`config.mk`:
```
export PLATFORM = sky130hd
export DESIGN_NAME = alu_pipe
export DESIGN_NICKNAME = d
export VERILOG_FILES = /design/src/rtl/alu_pkg.sv /design/src/rtl/alu_core.sv /design/src/rtl/alu_pipe.sv
export SDC_FILE = /design/constraint.sdc
export NUM_CORES = 1
export LEC_CHECK = 0
export CORE_ASPECT_RATIO = 1.2
export CORE_MARGIN = 1.5
export CORE_UTILIZATION = 55
export CTS_BUF_LIST = sky130_fd_sc_hd__clkbuf_2
export DETAILED_ROUTE_END_ITERATION = 6
export PLACE_DENSITY = 0.79
export RECOVER_POWER = 25
export SLEW_MARGIN = 0
export SYNTH_ARGS = -nofsm -noshare
export SYNTH_HDL_FRONTEND = slang
export SYNTH_SLANG_ARGS = --single-unit
```
`constraint.sdc`:
```
create_clock -name clk -period 4.13 [get_ports clk]
set_input_delay 0.6195 -clock clk [delete_from_list [all_inputs] [get_ports clk]]
set_output_delay 0.6195 -clock clk [all_outputs]
set_load 0.01 [all_outputs]
```
`src/rtl/alu_pkg.sv`:
```
// Shared types for the pipelined ALU: operation codes and the flag bundle
// that travels alongside each result.
package alu_pkg;

  localparam int OP_W = 3;

  typedef enum logic [OP_W-1:0] {
    OP_ADD = 3'b000,
    OP_SUB = 3'b001,
    OP_AND = 3'b010,
    OP_OR  = 3'b011,
    OP_XOR = 3'b100,
    OP_SHL = 3'b101,
    OP_SHR = 3'b110,
    OP_SLT = 3'b111
  } alu_op_e;

  typedef struct packed {
    logic zero;
    logic negative;
    logic carry;
    logic overflow;
  } alu_flags_t;

endpackage

```
`src/rtl/alu_core.sv`:
```
// Purely combinational ALU datapath: computes result and flags for one beat.
// Carry doubles as borrow for SUB; carry/overflow are zero for non-arithmetic ops.
module alu_core
  import alu_pkg::*;
#(
  parameter int WIDTH = 8
) (
  input  logic [WIDTH-1:0] a,
  input  logic [WIDTH-1:0] b,
  input  alu_op_e          op,
  output logic [WIDTH-1:0] result,
  output alu_flags_t       flags
);

  localparam int SHW = $clog2(WIDTH);
  localparam int MSB = WIDTH - 1;

  logic [WIDTH:0]   sum;
  logic [WIDTH:0]   diff;
  logic [SHW-1:0]   shamt;

  assign sum   = {1'b0, a} + {1'b0, b};
  assign diff  = {1'b0, a} - {1'b0, b};
  assign shamt = b[SHW-1:0];

  // Select the operation result and derive every flag from it
  always_comb begin
    result         = '0;
    flags          = '0;
    case (op)
      OP_ADD: begin
        result         = sum[WIDTH-1:0];
        flags.carry    = sum[WIDTH];
        flags.overflow = (a[MSB] == b[MSB]) && (sum[MSB] != a[MSB]);
      end
      OP_SUB: begin
        result         = diff[WIDTH-1:0];
        flags.carry    = diff[WIDTH];
        flags.overflow = (a[MSB] != b[MSB]) && (diff[MSB] != a[MSB]);
      end
      OP_AND: result = a & b;
      OP_OR:  result = a | b;
      OP_XOR: result = a ^ b;
      OP_SHL: result = a << shamt;
      OP_SHR: result = a >> shamt;
      OP_SLT: result = {{(WIDTH-1){1'b0}}, ($signed(a) < $signed(b))};
      default: result = '0;
    endcase
    flags.zero     = (result == '0);
    flags.negative = result[MSB];
  end

endmodule

```
`src/rtl/alu_pipe.sv`:
```
// Two-stage pipelined ALU with valid/ready on both sides.
// S1 captures operands, S2 holds the computed result until the consumer takes it.
// A beat delivered with overflow sets a sticky status bit.
module alu_pipe
  import alu_pkg::*;
#(
  parameter int WIDTH = 8
) (
  input  logic             clk,
  input  logic             rst_n,
  input  logic             in_valid,
  output logic             in_ready,
  input  logic [WIDTH-1:0] a,
  input  logic [WIDTH-1:0] b,
  input  logic [OP_W-1:0]  op,
  output logic             out_valid,
  input  logic             out_ready,
  output logic [WIDTH-1:0] result,
  output logic             zero,
  output logic             negative,
  output logic             carry,
  output logic             overflow,
  output logic             sticky_ovf,
  input  logic             clr_sticky
);

  logic             s1_valid;
  logic [WIDTH-1:0] s1_a;
  logic [WIDTH-1:0] s1_b;
  alu_op_e          s1_op;

  logic             s1_adv;
  logic             s2_adv;

  logic [WIDTH-1:0] core_result;
  alu_flags_t       core_flags;
  alu_flags_t       flags_q;

  assign s2_adv   = !out_valid || out_ready;
  assign s1_adv   = !s1_valid || s2_adv;
  assign in_ready = s1_adv;

  alu_core #(
    .WIDTH (WIDTH)
  ) u_core (
    .a      (s1_a),
    .b      (s1_b),
    .op     (s1_op),
    .result (core_result),
    .flags  (core_flags)
  );

  // S1: capture an operand beat whenever the stage can move forward
  always_ff @(posedge clk or negedge rst_n) begin
    if (!rst_n) begin
      s1_valid <= 1'b0;
      s1_a     <= '0;
      s1_b     <= '0;
      s1_op    <= OP_ADD;
    end else if (s1_adv) begin
      s1_valid <= in_valid;
      if (in_valid) begin
        s1_a  <= a;
        s1_b  <= b;
        s1_op <= alu_op_e'(op);
      end
    end
  end

  // S2: register the computed result; it stays put while the consumer stalls
  always_ff @(posedge clk or negedge rst_n) begin
    if (!rst_n) begin
      out_valid <= 1'b0;
      result    <= '0;
      flags_q   <= '0;
    end else if (s2_adv) begin
      out_valid <= s1_valid;
      if (s1_valid) begin
        result  <= core_result;
        flags_q <= core_flags;
      end
    end
  end

  // Sticky overflow: a delivered overflow beat beats a simultaneous clear
  always_ff @(posedge clk or negedge rst_n) begin
    if (!rst_n) begin
      sticky_ovf <= 1'b0;
    end else if (out_valid && out_ready && flags_q.overflow) begin
      sticky_ovf <= 1'b1;
    end else if (clr_sticky) begin
      sticky_ovf <= 1'b0;
    end
  end

  assign zero     = flags_q.zero;
  assign negative = flags_q.negative;
  assign carry    = flags_q.carry;
  assign overflow = flags_q.overflow;

endmodule

```
* Yosys cells after proc, flatten, opt, wreduce, memory -nomap -nowiden
Cells that the tools add are included.
Word-level totals: bits in registers 34, input port bits 24, output and inout bits 15, logic and storage cells 47
Cells by class: add/subtract/negate cells 2, $lt $le $gt $ge 1, eq/ne operators 11, shift-type cells 2, multiplexer cells 4, bitwise gates (word level) 3, reductions and logical operators 13
Operator list (count):
- case mux 8 bit (8 select lines) | 1
- == test 3 bit, second input constant | 4
- adder 8 x 8 -> 9 bit | 1
- subtractor 8 x 8 -> 9 bit | 1
- bitwise AND 8 bit | 1
- zero test 8 bit | 1
- < comparator 8 bit | 1
- bitwise OR 8 bit | 1
- left shift 8 x 3 -> 8 bit | 1
- >> shifter 8 x 3 -> 8 bit | 1
- bitwise XOR 8 bit | 1
- == test 3 x 2 -> 1 bit, second input constant | 2
- logical AND 1 bit | 4
- case mux 2 bit (2 select lines) | 1
- AND reduction 2 bit | 2
- == test 3 x 1 -> 1 bit, second input constant | 1
- zero test 3 bit | 1
- inequality test 1 bit | 3
- zero test 1 bit | 2
- logical OR 1 bit | 2
- two-way mux 1 bit | 2
- nonzero test 2 bit | 1
- == test 1 bit | 1

* Logic depth before layout (Yosys ltp)
depth after elaboration 4, gate-level depth with buffers 11

* By module
From an unflattened synthesis, not the netlist that was laid out.
Unflattened totals: cell total of the unflattened synthesis 317, area total of the unflattened synthesis 3135.5 µm²
Modules (own cells, without submodules):
- alu_core | instances 1, cells each 241, area each 1789.2 µm², sequential area each 0.0 µm²
- alu_pipe | instances 1, cells each 76, area each 1346.3 µm², sequential area each 850.8 µm²

* Worst setup path before layout
OpenSTA, ideal clock, no wires.
path type register -> register, start point reg s1_b[2], end point reg flags_q (netlist bit zero), setup time 0.104 ns, data arrival time 2.468 ns, setup slack 1.558 ns, stages on the path, launching flop included 11, cell sequence dfrtp_1 > clkinv_1 > ha_1 > buf_6 > nor3_1 > a2111oi_2 > o21bai_1 > a21oi_1 > a21oi_1 > o2111a_1 > o41ai_2
Between the ends: longest elaborated chain between the ends 3
RTL lines:
- from (decl) | line alu_pipe.sv:29 | logic [WIDTH-1:0] s1_b;
- from (signal assigned) | line alu_pipe.sv:58 | s1_b <= '0;
- from (signal assigned) | line alu_pipe.sv:64 | s1_b <= b;
- subtractor 8 x 8 -> 9 bit (tied with other cells) | line alu_core.sv:23 | assign diff = {1'b0, a} - {1'b0, b};
- case mux 8 bit (8 select lines) * | line alu_core.sv:30 | case (op)
- zero test 8 bit * | line alu_core.sv:49 | flags.zero = (result == '0);
- to (signal assigned) | line alu_pipe.sv:80 | flags_q <= core_flags;
- to (decl) | line alu_pipe.sv:37 | alu_flags_t flags_q;
Every way passes the cells marked *; elsewhere a longest branch is shown, timed or not. A chain may end at the register's enable or synchronous reset.

* Worst setup path after layout
Ends and elaborated chain as after synthesis.

==> results.cfg <==
[sta]
hold_violations = 0
count_of_endpoints_failing_setup_in_the_final_report = 0
fmax_mhz = 305
timing.setup.tns_ns = 0
timing.final.crit_period_ns = 3.28
slew_worst_pin_ns = 1.79
layout_worst_path_cycle_share_pct = 79.5
timing_max_transition_violations_final = 34
finalClockSkew_ns = 0.0144
max-slew-margin-rel_pct = -19.2
rsz0062_at_grt = false

[drt]
detail_route.wirelength_um = 7870
final_antenna_net_count = 0
wl_per_cell_um = 18.9
detail_route.iter0.violations = 291
drt_drc_violations_left = 2
routed-via-count = 2633
avgViaCountPerCell = 6.31
dr.pass1.iters = 7

[setup_path]
required_time_of_the_critical_path_ns = 4.44
timing.critical_path.cells = clkinv_1 > ha_1 > nor3_1 > a2111oi_2 > o21bai_1 > a21oi_1 > a21oi_1 > o2111a_1 > o41ai_2
setup_crit_start_kind = register
slowest_delay_ns = 0.65
critical-path-top-cell-by-count = a21oi_1
cp.arrival_ns = 3.60
critical_path.endpoint_type = register
cpLargestDelayFamily = compound AO/OA/AOI/OAI gates
critical_path.slowest_cell = a2111oi_2
cp.buffers_inverters = 1
cp_max_fo = 9
critical_path_class = register to register

[placed_design]
post-dp-hpwl_um = 5840
finalWeightedCongestion = 0.946
buffer_ports.inserted = 38

[cells_and_area]
layout_common_cells = clkdlybuf4s50_1 (36), dfrtp_1 (33), inv_1 (31)
leading_cell_type_in_the_layout_fill_and_taps_excluded = clkdlybuf4s50_1
multiInputGateArea_um2 = 1970
area_growth_pct = 12.0
fillCellCount = 449
post_route_cells_drive_above_1_share_pct = 13.8
area.sequential_um2 = 826
antenna-diode-count = 0
fin_nets = 405

[clocking]
holdBufCountCts = 0
clkLatencyLatePin_ns = 0.41
cts_tree = yes
cts_made_buffers = 5
cts.root.buffer_cell = clkbuf_2
tritoncts_num_sinks = 33
postCtsSetupBuffers = 0
h_tree_depth_reported_by_cts = 2
cts.clk_slew.worst_paths_ns = 0.18
postCtsResizedCells = 0
clock_tree.buffer_depth = 2

[yosys]
ys_async_sr_fraction_pct = 100
synth.cell_area_um2 = 3090
netlist_instances = 323
ys.flop_type = dfrtp_1
post_synthesis_register_bit_count = 33
edff_count_synth = 0
seq_area_frac_synth_pct = 26.7
synth_warnings = 0
avgSynthCellArea_um2 = 9.58
netlist-cell-type-count = 71
mappedNetlistNets = 374

[floorplan]
die_width_um = 71.5
die_h_um = 85.2
die_area_um2 = 6090
core_um2 = 5370
io_pins = 39
initial_util_pct = 57.6
std_cell_rows = 29

[min_path]
hold_path.class = register to register

[run_status]
outcome = finished, violations left
violations = design-rule violations, max-capacitance violations, max-slew violations

[grt]
gr-total-overflow = 0
number_of_global_route_vias_before_repair = 2541
grt_antenna_before_repair = 0
grt_max_degree = 34
grt_pass1_wl_um = 13000
grt_util_all_layers_pct = 27.5

[flow_run]
maxCapViolCount = 1

[pwr]
peakVddDrop_v = 0.000233
pwr_total_mw = 1.50
p_leak_nw = 1.48
power_density_nw_per_um2 = 434
cell usage after synthesis, drive strengths merged, types with 4 or more instances:
| master | instances | area, um2 |
|---|---|---|
| dfrtp | 33 | 826 |
| inv | 31 | 116 |
| ha | 25 | 313 |
| nor2 | 25 | 93.8 |
| mux2 | 23 | 259 |
| nand2 | 21 | 78.8 |
| o21ai | 15 | 75.1 |
| a21oi | 13 | 65.1 |
| buf | 11 | 109 |
| nor3 | 11 | 55.1 |
| mux4 | 9 | 218 |
| nand3 | 9 | 45.0 |
| nand2b | 6 | 37.5 |
| nor2b | 6 | 37.5 |
| mux2i | 5 | 50.1 |
| a221oi | 4 | 35.0 |
| clkbuf | 4 | 35.0 |
| nand3b | 4 | 30.0 |
| nor4 | 4 | 31.3 |
registers in the layout, indices dropped and copies added, names as in the netlist:
name,cells
result,8
s1_a,8
s1_b,8
s1_op,3
carry,1
out_valid,1
overflow,1
s1_valid,1
sticky_ovf,1
zero,1
worst paths after layout:
| check | from | end | slack [ns] | depth (start not counted) |
|---|---|---|---|---|
| setup / recovery | s1_b[2] | zero | 0.85 | 9 |
| hold / removal | result[1] | result[1] | 0.50 | 2 |
| setup reg to reg | s1_b[2] | zero | 0.85 | 9 |
| hold reg to reg | result[1] | result[1] | 0.50 | 2 |
| max in group asynchronous | rst_n | s1_b[4] | 1.90 | 2 |
| min in group asynchronous | rst_n | s1_a[3] | 1.19 | 2 |
logic make-up (layout without fill, tap and decap cells):
group,count (synthesis),count (layout),synth area share [%]
buffers and inverters,50,82,9.62
AND/OR/NAND/NOR,97,97,16.1
flip-flops,33,33,26.7
AO/OA/AOI/OAI,75,75,18.0
XOR/XNOR,4,4,1.13
multiplexers,37,37,17.0
adder cells (fa/ha/maj),27,27,11.4
routing by layer:
metal  GRT usage, %  share of wire, %  vias up
met3           3.80               6.7       24
met4           9.95               3.1        0
met5              0                 0        -
met1           36.0                41     1237
li1               -                 -     1247
met2           46.2                49      125
power by group:
group / total [mW] / switching (mW) / internal (mW)
sequential: 0.488 / 0.0975 / 0.390
clock: 0.224 / 0.121 / 0.103
combinational: 0.791 / 0.409 / 0.382
metrics by stage:
step	setup WS, ns	hold WS, ns	utilization (%)	std cells	area (um2)
floorplan	1.56	0.324	-	323	3090
global placement	1.06	0.459	63.4	409	3400
detailed placement	1.03	0.464	63.4	409	3400
CTS	0.965	0.501	64.6	417	3470
global route	0.680	0.540	64.5	417	3460
finish	0.846	0.496	64.5	417	3460
layout make-up:
type                            count  area share, %
Clock buffer                        6          0.867
Multi-Input combinational cell    240           56.9
Timing Repair Buffer               42           11.7
Inverter                           32           3.47
Clock inverter                      2          0.975
Tap cell                           62           2.24
Sequential cell                    33           23.8
tightest hold or removal path, delay by kind of cell (launching register included):
family / cells / cell delay (ns)
and+or+nand+nor: 2 / 0.10
DFF: 1 / 0.38
(Power assumes the default switching activity.)
